### config.mk
export PLATFORM = sky130hd
export DESIGN_NAME = page_table_walker
export DESIGN_NICKNAME = d
export VERILOG_FILES = /design/src/rtl/paging_pkg.sv /design/src/rtl/page_translation_cache.sv /design/src/rtl/page_table_walker.sv
export SDC_FILE = /design/constraint.sdc
export NUM_CORES = 1
export LEC_CHECK = 0
export ABC_CLOCK_PERIOD_IN_PS = 2200
export BUFFER_PORTS_ARGS = -buffer_cell sky130_fd_sc_hd__buf_2
export CAP_MARGIN = 5
export CORE_MARGIN = 3
export CORE_UTILIZATION = 35
export CTS_CLUSTER_DIAMETER = 30
export DETAILED_ROUTE_END_ITERATION = 10
export SETUP_SLACK_MARGIN = 0.4
export SYNTH_ARGS = -nofsm -noshare
export SYNTH_HDL_FRONTEND = slang
export SYNTH_SLANG_ARGS = --single-unit
### constraint.sdc
create_clock -name clock -period 2.2 [get_ports clock]
set_input_delay 0.66 -clock clock [delete_from_list [all_inputs] [get_ports clock]]
set_output_delay 0.66 -clock clock [all_outputs]
set_load 0.005 [all_outputs]
### src/rtl/paging_pkg.sv
// Shared paging definitions: walker states, PDE/PTE bit positions, fault-code layout,
// the translation-cache entry and the U/W permission check used by the walker and the cache.
package paging_pkg;

    typedef enum logic [1:0] {
        IDLE     = 2'd0,
        READ_PDE = 2'd1,
        READ_PTE = 2'd2,
        RESPOND  = 2'd3
    } walk_state_t;

    localparam int unsigned PTE_P_BIT = 32'd0;
    localparam int unsigned PTE_W_BIT = 32'd1;
    localparam int unsigned PTE_U_BIT = 32'd2;

    // x86 error-code bits 2:0
    typedef struct packed {
        logic user;
        logic write;
        logic present;
    } fault_code_t;

    typedef struct packed {
        logic        valid;
        logic [19:0] tag;
        logic [19:0] frame;
        logic        user;
        logic        write;
    } cache_entry_t;

    // Supervisor accesses are never refused on U/W.
    function automatic logic access_permitted(input logic user_mode, input logic write_access,
                                              input logic page_user, input logic page_write);
        return !user_mode || (page_user && (!write_access || page_write));
    endfunction

endpackage

### src/rtl/page_translation_cache.sv
// Single-entry translation cache keyed by LA[31:12]; built only with PAGE_TABLE_WALKER_CACHE_EN.
module page_translation_cache
    import paging_pkg::*;
(
    input  logic        clock,
    input  logic        reset,
    input  logic        flush,
    input  logic        fill,
    input  logic [19:0] fill_tag,
    input  logic [19:0] fill_frame,
    input  logic        fill_user,
    input  logic        fill_write,
    input  logic [19:0] lookup_tag,
    output logic        hit,
    output logic [19:0] hit_frame,
    output logic        hit_user,
    output logic        hit_write
);

    cache_entry_t entry_r;

    // Entry storage: flush beats a fill arriving in the same cycle.
    always_ff @(posedge clock) begin
        if (!reset) begin
            entry_r <= '{valid: 1'b0, tag: 20'd0, frame: 20'd0, user: 1'b0, write: 1'b0};
        end else if (flush) begin
            entry_r <= '{valid: 1'b0, tag: 20'd0, frame: 20'd0, user: 1'b0, write: 1'b0};
        end else if (fill) begin
            entry_r <= '{valid: 1'b1, tag: fill_tag, frame: fill_frame,
                         user: fill_user, write: fill_write};
        end else begin
            entry_r <= entry_r;
        end
    end

    // A flush in the lookup cycle forces a miss.
    assign hit       = entry_r.valid && (entry_r.tag == lookup_tag) && !flush;
    assign hit_frame = entry_r.frame;
    assign hit_user  = entry_r.user;
    assign hit_write = entry_r.write;

endmodule

### src/rtl/page_table_walker.sv
// Two-level x86 (non-PAE) page table walker with bus timeout.
// Define PAGE_TABLE_WALKER_CACHE_EN to add a one-entry translation cache.
module page_table_walker
    import paging_pkg::*;
#(
    parameter int unsigned timeout_cycles = 32'd255
) (
    input  logic        clock,
    input  logic        reset,
    input  logic        i_vaild,
    output logic        o_ready,
    input  logic [31:0] i_linear_address,
    input  logic [31:0] i_page_directory_base,
    input  logic        i_write_enable,
    input  logic        i_user_mode,
    input  logic        i_flush,
    output logic [31:0] o_physical_address,
    output logic        o_page_fault,
    output logic [2:0]  o_fault_code,
    output logic        o_bus_error,
    output logic        o_mem_vaild,
    output logic [31:0] o_mem_address,
    input  logic        i_mem_ready,
    input  logic [31:0] i_mem_data
);

    localparam int unsigned CNT_W = (timeout_cycles > 32'd1) ? $clog2(timeout_cycles) : 32'd1;
    localparam logic [CNT_W-1:0] TIMEOUT_LAST = CNT_W'(timeout_cycles - 32'd1);

    walk_state_t      state_r;
    logic [31:0]      la_r;
    logic             write_r;
    logic             user_r;
    logic             pde_u_r;
    logic             pde_w_r;
    logic [CNT_W-1:0] wait_cnt_r;

    logic             eff_u_s;
    logic             eff_w_s;
    logic             pte_fault_s;
    fault_code_t      pte_code_s;
    fault_code_t      pde_miss_code_s;
    logic             hit_s;
    logic             hit_ok_s;
    logic [19:0]      hit_frame_s;
    logic             hit_user_s;
    logic             hit_write_s;
    logic             unused_bits_s;

    assign unused_bits_s = ^{i_page_directory_base[11:0], i_mem_data[11:3]};

    // Permission evaluation of the returning PTE against the latched access.
    always_comb begin
        eff_u_s         = pde_u_r & i_mem_data[PTE_U_BIT];
        eff_w_s         = pde_w_r & i_mem_data[PTE_W_BIT];
        pde_miss_code_s = '{user: user_r, write: write_r, present: 1'b0};
        if (!i_mem_data[PTE_P_BIT]) begin
            pte_fault_s = 1'b1;
            pte_code_s  = '{user: user_r, write: write_r, present: 1'b0};
        end else if (!access_permitted(user_r, write_r, eff_u_s, eff_w_s)) begin
            pte_fault_s = 1'b1;
            pte_code_s  = '{user: user_r, write: write_r, present: 1'b1};
        end else begin
            pte_fault_s = 1'b0;
            pte_code_s  = '{user: 1'b0, write: 1'b0, present: 1'b0};
        end
    end

`ifdef PAGE_TABLE_WALKER_CACHE_EN
    logic fill_s;

    assign fill_s = (state_r == READ_PTE) && i_mem_ready && !pte_fault_s;

    page_translation_cache u_cache (
        .clock      (clock),
        .reset      (reset),
        .flush      (i_flush),
        .fill       (fill_s),
        .fill_tag   (la_r[31:12]),
        .fill_frame (i_mem_data[31:12]),
        .fill_user  (eff_u_s),
        .fill_write (eff_w_s),
        .lookup_tag (i_linear_address[31:12]),
        .hit        (hit_s),
        .hit_frame  (hit_frame_s),
        .hit_user   (hit_user_s),
        .hit_write  (hit_write_s)
    );
`else
    logic unused_flush_s;

    assign unused_flush_s = i_flush;
    assign hit_s          = 1'b0;
    assign hit_frame_s    = 20'd0;
    assign hit_user_s     = 1'b0;
    assign hit_write_s    = 1'b0;
`endif

    // A hit that would fault is walked so the fault comes from the live tables.
    always_comb begin
        hit_ok_s = hit_s && access_permitted(i_user_mode, i_write_enable, hit_user_s, hit_write_s);
    end

    // Walk FSM with all outputs registered.
    always_ff @(posedge clock) begin
        if (!reset) begin
            state_r            <= IDLE;
            la_r               <= 32'd0;
            write_r            <= 1'b0;
            user_r             <= 1'b0;
            pde_u_r            <= 1'b0;
            pde_w_r            <= 1'b0;
            wait_cnt_r         <= '0;
            o_ready            <= 1'b0;
            o_mem_vaild        <= 1'b0;
            o_mem_address      <= 32'd0;
            o_physical_address <= 32'd0;
            o_page_fault       <= 1'b0;
            o_fault_code       <= 3'b000;
            o_bus_error        <= 1'b0;
        end else begin
            case (state_r)
                IDLE: begin
                    o_ready <= 1'b0;
                    if (i_vaild) begin
                        la_r    <= i_linear_address;
                        write_r <= i_write_enable;
                        user_r  <= i_user_mode;
                        if (hit_ok_s) begin
                            state_r            <= RESPOND;
                            o_ready            <= 1'b1;
                            o_physical_address <= {hit_frame_s, i_linear_address[11:0]};
                            o_page_fault       <= 1'b0;
                            o_fault_code       <= 3'b000;
                            o_bus_error        <= 1'b0;
                        end else begin
                            state_r       <= READ_PDE;
                            wait_cnt_r    <= '0;
                            o_mem_vaild   <= 1'b1;
                            o_mem_address <= {i_page_directory_base[31:12],
                                              i_linear_address[31:22], 2'b00};
                        end
                    end else begin
                        state_r <= IDLE;
                    end
                end
                READ_PDE: begin
                    if (i_mem_ready) begin
                        wait_cnt_r <= '0;
                        if (!i_mem_data[PTE_P_BIT]) begin
                            state_r            <= RESPOND;
                            o_mem_vaild        <= 1'b0;
                            o_ready            <= 1'b1;
                            o_physical_address <= 32'd0;
                            o_page_fault       <= 1'b1;
                            o_fault_code       <= pde_miss_code_s;
                            o_bus_error        <= 1'b0;
                        end else begin
                            state_r       <= READ_PTE;
                            pde_u_r       <= i_mem_data[PTE_U_BIT];
                            pde_w_r       <= i_mem_data[PTE_W_BIT];
                            o_mem_address <= {i_mem_data[31:12], la_r[21:12], 2'b00};
                        end
                    end else if (wait_cnt_r == TIMEOUT_LAST) begin
                        state_r            <= RESPOND;
                        wait_cnt_r         <= '0;
                        o_mem_vaild        <= 1'b0;
                        o_ready            <= 1'b1;
                        o_physical_address <= 32'd0;
                        o_page_fault       <= 1'b0;
                        o_fault_code       <= 3'b000;
                        o_bus_error        <= 1'b1;
                    end else begin
                        wait_cnt_r <= wait_cnt_r + CNT_W'(32'd1);
                    end
                end
                READ_PTE: begin
                    if (i_mem_ready) begin
                        state_r            <= RESPOND;
                        wait_cnt_r         <= '0;
                        o_mem_vaild        <= 1'b0;
                        o_ready            <= 1'b1;
                        o_physical_address <= {i_mem_data[31:12], la_r[11:0]};
                        o_page_fault       <= pte_fault_s;
                        o_fault_code       <= pte_code_s;
                        o_bus_error        <= 1'b0;
                    end else if (wait_cnt_r == TIMEOUT_LAST) begin
                        state_r            <= RESPOND;
                        wait_cnt_r         <= '0;
                        o_mem_vaild        <= 1'b0;
                        o_ready            <= 1'b1;
                        o_physical_address <= 32'd0;
                        o_page_fault       <= 1'b0;
                        o_fault_code       <= 3'b000;
                        o_bus_error        <= 1'b1;
                    end else begin
                        wait_cnt_r <= wait_cnt_r + CNT_W'(32'd1);
                    end
                end
                RESPOND: begin
                    state_r <= IDLE;
                    o_ready <= 1'b0;
                end
                default: begin
                    state_r     <= IDLE;
                    o_ready     <= 1'b0;
                    o_mem_vaild <= 1'b0;
                end
            endcase
        end
    end

endmodule

==> results by group, run 1 <==
Floorplan
  • FP Rows: 39
  • Core ar.: ~0.012 mm^2
  • Die X: between 100 and 150 um
  • Die Ht: roughly 120 um
  • Io pins: between 150 and 200
  • DIE AREA: 0.0132 mm^2
  • Initial Util: ~36%

Yosys
  • Most frequent cell after synthesis: dfxtp_1
  • Mean Syn Cell Area: approximately 10 um^2
  • Simple-gate share of the synthesized area: 13.3%
  • Synth top cells by count: dfxtp_1 (105), nand2_1 (64), nor2_1 (42), a22o_1 (32), a211oi_1 (31)
  • Synth Area in XOR/XNOR: approximately 1.3%
  • Seq/Total Area, Yosys: between 50 and 60%
  • Post-synth EDFFs: 0
  • Largest family of logic cells by synthesized area: compound AO/OA/AOI/OAI gates
  • Dominant synthesized flop cell: dfxtp_1
  • Post-Syn Instances: 427
  • Post-synth top area share: around 51%
  • Synth Area in Adders: under 10%
  • Top cells by area, synth: dfxtp_1 (51%), mux2i_1 (7.2%), a22o_1 (6.7%), nand2_1 (5.8%), a211oi_1 (5.6%)
  • Mux share of post-synthesis cell area: 7.22%
  • Synth cell types: between 40 and 50
  • Synth Register Bits: between 100 and 150
  • Synthesized cell area: between 0.004 and 0.005 mm^2
  • Compound-cell area share of the yosys netlist: around a fifth
  • Post-synth top area cell: dfxtp_1
  • Synth warn: 0
  • Fraction of registers with async set/reset: 0%

Clocking
  • Clock sink total: 105
  • H-Tree Depth: 3
  • Root Driver: clkbuf_16
  • Clock transition at path regs: ~0.070 ns
  • Total CTS buffers: 9
  • Clock Tree Buf Depth: 2
  • Worst skew pair latency: 0.34 ns
  • TritonCTS clock tree: done

Detailed routing
  • DRT antenna net count: 0
  • DRC violation total after the first TritonRoute iteration: 147
  • WL/cell: approximately 16 um
  • Routed wire length: about 12000 um
  • Drt via density: between 5 and 6
  • 1st-pass router iterations: 4
  • DRC Markers: 0
  • Via Count: 3692

GRT
  • Vias in the first global route: 3582
  • Antenna violations before repair: 0
  • Grt total ovfl: 0
  • Largest net degree at the start of global routing: 61
  • First-pass GRT wire length: around 18000 um
  • GRT Total Usage: 16.7%

Timing
  • Final Hold Violating Endpoints: 0
  • Tcrit/Tclk final: around four fifths
  • Slew margin rel.: around two thirds
  • Clock Skew: 0.00696 ns
  • RSZ-0062 raised after global routing: no
  • Setup violators final: 0
  • Slew Limit Fails: 0
  • Tmin final: approximately 1.8 ns
  • Worst Tran Pin Value: between 0.5 and 0.6 ns
  • Smallest hold slack: 0.455 ns
  • Fmax: between 0.5 and 0.6 GHz
  • TNS Setup: 0 ns

Finish
  • Final Instance Area: 0.00561 mm^2
  • Ant diodes: 0
  • Core Util, Final: approximately 49%
  • P&R area growth vs syn: 34.8%
  • Nets: approximately 690
  • Fraction of layout cells with a size suffix above 1: 36.9%

Power
  • Power density cells: approximately 770 mW/mm^2
  • P_leak: between 2 and 2.5 nW
  • Final Power: between 4 and 5 mW
  • VDD IR-drop max: 0.000268 V

Critical path
  • Setup crit end kind: flop
  • Critical path arrival: 2.03 ns
  • WS Path Type: reg -> reg
  • Required @ worst endpoint: approximately 2.5 ns
  • CP startpoint kind: flop
  • Slowest CP cell: or3_4
  • CP cell instances: inv_2 -> ha_4 -> nor2b_4 -> buf_4 -> or3_4 -> or3_1 -> a21oi_1
  • CP max FO: 7
  • Max incr delay on CP: approximately 0.36 ns

Place
  • Placed Area: 0.00501 mm^2
  • Port bufs: between 100 and 150
  • Post-DP HPWL: 7580 um
  • Placer Congestion: between 0.7 and 0.8

Outcome
  • Status: finished clean

Min path
  • HP Class: reg -> reg

Run
  • Max-Cap Viols: 0
==> sequential cells by signal (all words and copies together) (netlist names), 2 cells and up <==
| signal | count |
|---|---|
| o_fault_code | 3 |
| o_physical_address | 32 |
| state_r | 2 |
| wait_cnt_r | 8 |
| o_mem_address | 30 |
| la_r | 22 |
==> metal layers <==
metal  vias up  part of all wire (%)  GRT usage [%]
met3        16                   4.1           3.16
met1      1759                    44           20.7
met4         0                   1.8           6.89
met2        92                    50           28.5
li1       1825                     -              -
met5         -                     0              0
==> cell usage in the layout, fill, tap and decap left out, types with 3 or more instances in the layout <==
cell	count
inv_2	3
nor2_1	42
buf_4	19
buf_2	149
xnor2_1	6
a211oi_1	25
a22o_1	32
a21oi_1	30
nand3_1	3
ha_1	6
o21ai_0	4
a211oi_2	6
nand2_1	64
nor4_1	3
dfxtp_1	102
clkinv_2	3
mux2i_1	30
clkbuf_16	11
==> path summary, 6_finish.rpt <==
check              from            end  slack (ns)  depth (start not counted)
max          state_r[0]  wait_cnt_r[7]        0.44                          7
min             la_r[2]        la_r[2]        0.45                          2
max reg2reg  state_r[0]  wait_cnt_r[7]        0.44                          7
min reg2reg     la_r[2]        la_r[2]        0.45                          2
==> layout make-up <==
| class | instances | area, um^2 |
|---|---|---|
| clock buffers | 11 | 243 |
| clock inverters | 5 | 53.8 |
| fillers | 1131 | 5910 |
| inverters | 4 | 15.0 |
| multi-input cells | 287 | 1940 |
| flip-flops and latches | 105 | 2110 |
| well taps | 143 | 179 |
| repair buffers | 176 | 1070 |
==> what timing repair did <==
item / in CTS / in global routing
gates resized for setup: 15 / 10
endpoints found under the setup margin: 91 / 48
buffers inserted: 8 / 3
pin swaps: 2 / 3
cloned: 2 / 2
hold buffers: 0 / 0
hold endpoints to repair: 0 / 0
==> logic make-up after synthesis <==
group,after synthesis
compound gates,112
fa+ha+maj,8
flops,105
buf+inv,36
other cells,1
simple gates,129
mux,30
xor+xnor,6
==> metrics by stage <==
stage                     std cells  setup slack, ns
after detailed placement        700            0.206
final                           731            0.439
after floorplan                 428            0.404
after global placement          700            0.256
after CTS                       726            0.407
after global routing            731            0.384
==> report_power, final <==
part	switching [mW]	total, mW	internal (mW)
combinational	0.336	0.650	0.314
clock	0.697	1.61	0.913
sequential	0.0504	2.05	2.00
==> critical path: cells and delay by family, from the launching register on <==
family,cells,cell delay [ns]
AO/OA/AOI/OAI,1,0.14
adder cells (fa/ha/maj),1,0.17
flip-flops,1,0.35
buffers and inverters,2,0.21
AND/OR/NAND/NOR,3,0.81
Note: power is estimated with default switching activity, not from simulation.
==> run 2, diff against run 1 <==
ABC_CLOCK_PERIOD_IN_PS = 1800   (was 2200)
clock period = 1.8 ns   (was 2.2 ns; I/O delays follow)
==> run 2 against run 1 <==
Against the previous run:
- sequential share of layout area fell by 3.7 points
- count of clock-buffer cells in the layout did not move
- routed wire length is 6.1% higher
- largest power group unchanged
- first-iteration DRC count is 14% higher
- worst setup slack got worse by 0.33 ns
- flip-flop and latch count unchanged
- final cell count rose by 3.6%
- utilization is 5.6 points higher
- worst hold slack got worse by 0.028 ns
- largest cell class is now multi-input gates
- combinational power is 52% higher
- global-route usage increased by 1.8 points
- clock skew is 0.0053 ns higher
==> results by group, run 2 (synthesis results as in run 1) <==
Critical path
  • Reg2reg start: state_r[1]
  • Setup crit end kind: flop
  • Number of buffers and inverters on the critical path: 2
  • Max incr delay on CP: ~0.37 ns
  • CP max FO: 4
  • Critical path arrival: slightly below 2 ns
  • R2r setup slk: around 0.10 ns
  • Top cell by count, worst path: or3_4
  • CP cell instances: inv_4 -> ha_4 -> nor2b_4 -> buf_6 -> or3_4 -> or3_4 -> a21oi_2
  • Required @ worst endpoint: between 2 and 2.5 ns
  • Reg2reg path depth: 7
  • WS Path Type: reg -> reg
  • CP delay by family, top: simple AND/OR/NAND/NOR gates
  • CP startpoint kind: flop
  • Capture point of the worst reg-to-reg path: wait_cnt_r[7]
  • Slowest CP cell: dfxtp_4

Floorplan
  • DIE AREA: roughly 0.013 mm^2
  • Io pins: about 170
  • Initial Util: between 30% and 40%
  • Die Ht: roughly 120 um
  • FP Rows: 39
  • Core ar.: around 0.012 mm^2
  • Die X: between 100 and 150 um

Detailed routing
  • Via Count: 3843
  • WL/cell: 16.5 um
  • DRC violation total after the first TritonRoute iteration: ~170
  • DRT antenna net count: 0
  • Routed wire length: ~12000 um
  • 1st-pass router iterations: 4
  • DRC Markers: 0
  • Drt via density: between 5 and 6

Run
  • Max-Cap Viols: 0

GRT
  • Antenna violations before repair: 0
  • Largest net degree at the start of global routing: 35
  • Vias in the first global route: about 3800
  • First-pass GRT wire length: between 15000 and 20000 um
  • GRT Total Usage: about 19%
  • Grt total ovfl: 0

Place
  • Port bufs: between 100 and 150
  • Placer Congestion: 0.767
  • Placed Cells: slightly above 700
  • Post-DP HPWL: 7910 um

Finish
  • Commonest cells after routing, fill and taps aside: buf_2 (149), dfxtp_1 (95), nand2_1 (63), a22o_1 (32), mux2i_1 (30)
  • P&R area growth vs syn: 50.3%
  • Core Util, Final: about 54%
  • # fillers: approximately 1000
  • Largest register FFs: 32
  • Commonest non-fill, non-tap cell in the layout: buf_2
  • Fraction of layout cells with a size suffix above 1: between 40% and 50%
  • Multi-input logic area: ~0.0022 mm^2
  • Sequential Area: between 0.002 and 0.0025 mm^2
  • Top Registers: o_physical_address: 32 flops, o_mem_address: 30 flops, la_r: 22 flops
  • Post-Layout Cell Count: 757
  • Largest Register: o_physical_address
  • Ant diodes: 0
  • Nets: a little over 700

Clocking
  • Worst skew pair latency: 0.35 ns
  • Root Driver: clkbuf_16
  • Clock transition at path regs: around 0.070 ns
  • Clock Tree Buf Depth: 2
  • Clock sink total: 105
  • TritonCTS clock tree: done
  • Total CTS buffers: 9
  • H-Tree Depth: 3

Min path
  • Hold_sp: i_linear_address[10]
  • Hold depth: 3
  • HP Class: in -> reg
  • Hold-critical path endpoint: la_r[10]

Timing
  • Tcrit/Tclk final: about 94%
  • Fmax: between 0.5 and 0.6 GHz
  • Clock Skew: 0.0123 ns
  • Tmin final: about 1.7 ns
  • Slew Limit Fails: 0
  • TNS Setup: 0 ns
  • Setup violators final: 0
  • Smallest hold slack: about 0.43 ns
  • Final Hold Violating Endpoints: 0
  • RSZ-0062 raised after global routing: yes

Power
  • VDD IR-drop max: 0.000445 V
  • Power density cells: 893 mW/mm^2
  • P_leak: between 2 and 3 nW

Outcome
  • Status: finished clean
## run 2: timing repair
action	CTS	global route
buffers inserted	27	5
gates resized for setup	47	44
pin swaps	21	26
hold buffers	0	0
gates cloned	4	1
setup endpoints to repair	75	85
## run 2: power by group
part           total (mW)  internal [mW]  switching, mW
Clock                2.08           1.20          0.871
Sequential           2.52           2.45         0.0714
Combinational       0.987          0.503          0.484
## run 2: worst max path at each step
stage                             start                      to  cells after the start
after CTS                    state_r[0]           wait_cnt_r[7]                      7
after detailed placement  i_mem_data[0]       o_mem_address[31]                      6
after global routing         state_r[0]           wait_cnt_r[7]                      7
after global placement    i_mem_data[0]       o_mem_address[13]                      6
final                        state_r[1]           wait_cnt_r[7]                      7
after floorplan              state_r[1]  o_physical_address[29]                      8
## run 2: cell type report
cell class	count	area share [%]
repair buffers	202	22.3
flip-flops and latches	105	33.9
clock inverters	5	0.921
multi-input cells	287	35.5
well taps	143	2.86
clock buffers	11	4.22
inverters	4	0.320
## run 2: worst register-to-register path, cell delays in order, from the launching register on
cell     delay, ns
dfxtp_4       0.37
inv_4         0.05
ha_4          0.17
nor2b_4       0.14
buf_6         0.13
or3_4         0.33
or3_4         0.34
a21oi_2       0.11
## run 2: layer usage
metal  vias up  GRT usage [%]  part of all wire (%)
met1      1851           22.9                    43
met5         -              0                     0
met4         0           5.79                   1.3
met2       102           32.3                    50
li1       1878              -                     -
met3        12           3.79                   5.3
## run 2: through the flow
step           setup WS, ns  power (mW)  area [um^2]
6_report              0.105        5.58         6250
3_5_place_dp         0.0245        3.26         5170
3_3_place_gp         0.0522        3.25         5170
4_1_cts               0.154        5.55         6020
5_1_grt              0.0553        5.83         6250
2_1_floorplan         0.184        2.98         4310
==> run 3, diff against run 2 <==
CELL_PAD_IN_SITES_DETAIL_PLACEMENT = 0   (was not set)
CELL_PAD_IN_SITES_GLOBAL_PLACEMENT = 1   (was not set)
PLACE_DENSITY_LB_ADDON = 0.1   (was not set)
SKIP_CTS_REPAIR_TIMING = 1   (was not set)
==> run 3 against run 2 <==
Against the previous run:
- cell area shrank 4.7%
- sequential power about the same
- register-to-register slack better by 0.02 ns
- combinational power fell by 10%
- routed wire length decreased by 3.4%
- via count fell by 4.4%
- fmax up 1.1%
- final cell count is 1.7% lower
- utilization decreased by 2.6 points
- global-route usage decreased by 1.7 points
- critical path depth up 1
- critical path type unchanged
- critical endpoint is now o_mem_address[21]
- largest power group unchanged
==> results by group, run 3 (synthesis results as in run 1) <==
Power
  • P_leak: ~2.6 nW
  • Final Power: approximately 5.4 mW
  • Power density cells: around 910 mW/mm^2
  • VDD IR-drop max: about 0.00043 V

Finish
  • Top Registers: o_physical_address: 32 flops, o_mem_address: 30 flops, la_r: 22 flops
  • Commonest non-fill, non-tap cell in the layout: buf_2
  • Nets: between 700 and 800
  • Fraction of layout cells with a size suffix above 1: between 40% and 50%
  • Ant diodes: 0
  • Largest Register: o_physical_address
  • P&R area growth vs syn: 43.1%
  • Core Util, Final: 51.7%
  • Commonest cells after routing, fill and taps aside: buf_2 (149), dfxtp_1 (97), nand2_1 (62), nor2_1 (37), a22o_1 (32)
  • # fillers: around 1100
  • Largest register FFs: 32

GRT
  • Grt total ovfl: 0
  • GRT Total Usage: 16.8%
  • First-pass GRT wire length: between 15000 and 20000 um
  • Antenna violations before repair: 0
  • Largest net degree at the start of global routing: 41
  • Vias in the first global route: roughly 3500

Detailed routing
  • DRC Markers: 0
  • Routed wire length: between 10000 and 15000 um
  • DRC violation total after the first TritonRoute iteration: approximately 140
  • 1st-pass router iterations: 4
  • Via Count: roughly 3700
  • DRT antenna net count: 0
  • WL/cell: 16.2 um
  • Drt via density: just under 5

Place
  • Placer Congestion: 0.767
  • Port bufs: around 150
  • Post-DP HPWL: between 7000 and 8000 um
  • Dpl ws: about 0.028 ns

Timing
  • Smallest hold slack: 0.430 ns
  • Clock Skew: 0.00436 ns
  • Fmax: ~0.60 GHz
  • RSZ-0062 raised after global routing: yes
  • Final Hold Violating Endpoints: 0
  • Tmin final: between 1.5 and 2 ns
  • Tcrit/Tclk final: between 90% and 100%
  • TNS Setup: 0 ns
  • Slew Limit Fails: 0
  • Setup violators final: 0
  • Final setup margin: ~0.12 ns

Floorplan
  • Initial Util: a little over a third
  • Core ar.: ~0.012 mm^2
  • DIE AREA: between 0.01 and 0.015 mm^2
  • FP Rows: 39
  • Die X: ~120 um
  • Die Ht: approximately 120 um
  • Io pins: 174

Critical path
  • Critical path arrival: just under 2 ns
  • CP startpoint kind: flop
  • Required @ worst endpoint: ~2.1 ns
  • CP max FO: 5
  • WS Path Type: reg -> reg
  • Worst Setup SP: state_r[0]
  • Setup crit end kind: flop
  • Reg2reg start: state_r[0]

Clocking
  • Clock sink total: approximately 110
  • Worst skew pair latency: 0.34 ns
  • H-Tree Depth: 3
  • Root Driver: clkbuf_16
  • Clock transition at path regs: 0.07 ns
  • Clock Tree Buf Depth: 2
  • TritonCTS clock tree: done
  • Total CTS buffers: 9

Outcome
  • Status: finished clean

Run
  • Max-Cap Viols: 0

Min path
  • Hold_sp: i_linear_address[18]
  • HP Class: in -> reg
[run 3: changes by cell type in the layout (fill, tap and decap cells not counted), sizes merged]
cell / delta
buf: -17
clkbuf: +7
clkinvlp: -1
inv: -2
[run 3: path summary, 6_finish.rpt]
kind	end	slack (ns)	cells past startpoint
max	o_mem_address[21]	0.12	8
min	la_r[18]	0.43	3
max reg2reg	o_mem_address[21]	0.12	8
min reg2reg	la_r[3]	0.46	2
[run 3: stage by stage]
stage | cells | area (um^2)
finish | 744 | 5950
global route | 744 | 5950
CTS | 719 | 5460
detailed placement | 703 | 5150
global placement | 703 | 5150
floorplan | 428 | 4310
[run 3: worst max-delay path: stages (launching register included)]
cell and delay [ns]:
dfxtp_4 0.39, inv_4 0.06, ha_4 0.15, nor2b_4 0.14
a211oi_4 0.34, buf_6 0.18, clkbuf_16 0.14, nor2_4 0.03
a211oi_2 0.17
[run 3: routing by layer]
metal | wire (um) | GRT usage [%] | vias up
met4 | 163 | 6.81 | 0
li1 | - | - | 1857
met2 | 5560 | 26.3 | 92
met3 | 608 | 3.89 | 11
met5 | 0 | 0 | -
met1 | 5740 | 22.4 | 1715
[run 3: power breakdown]
| group | switching, mW | internal, mW |
|---|---|---|
| logic | 0.443 | 0.444 |
| clock network | 0.826 | 1.19 |
| registers | 0.0701 | 2.45 |
| total | 1.34 | 4.08 |
[run 3: cell type report]
type	instances	area, um^2	area share, %
well taps	143	179	3.01
repair buffers	189	1240	20.8
multi-input cells	287	2090	35.1
inverters	4	20.0	0.336
clock buffers	14	274	4.60
clock inverters	2	35.0	0.588
flip-flops and latches	105	2120	35.6
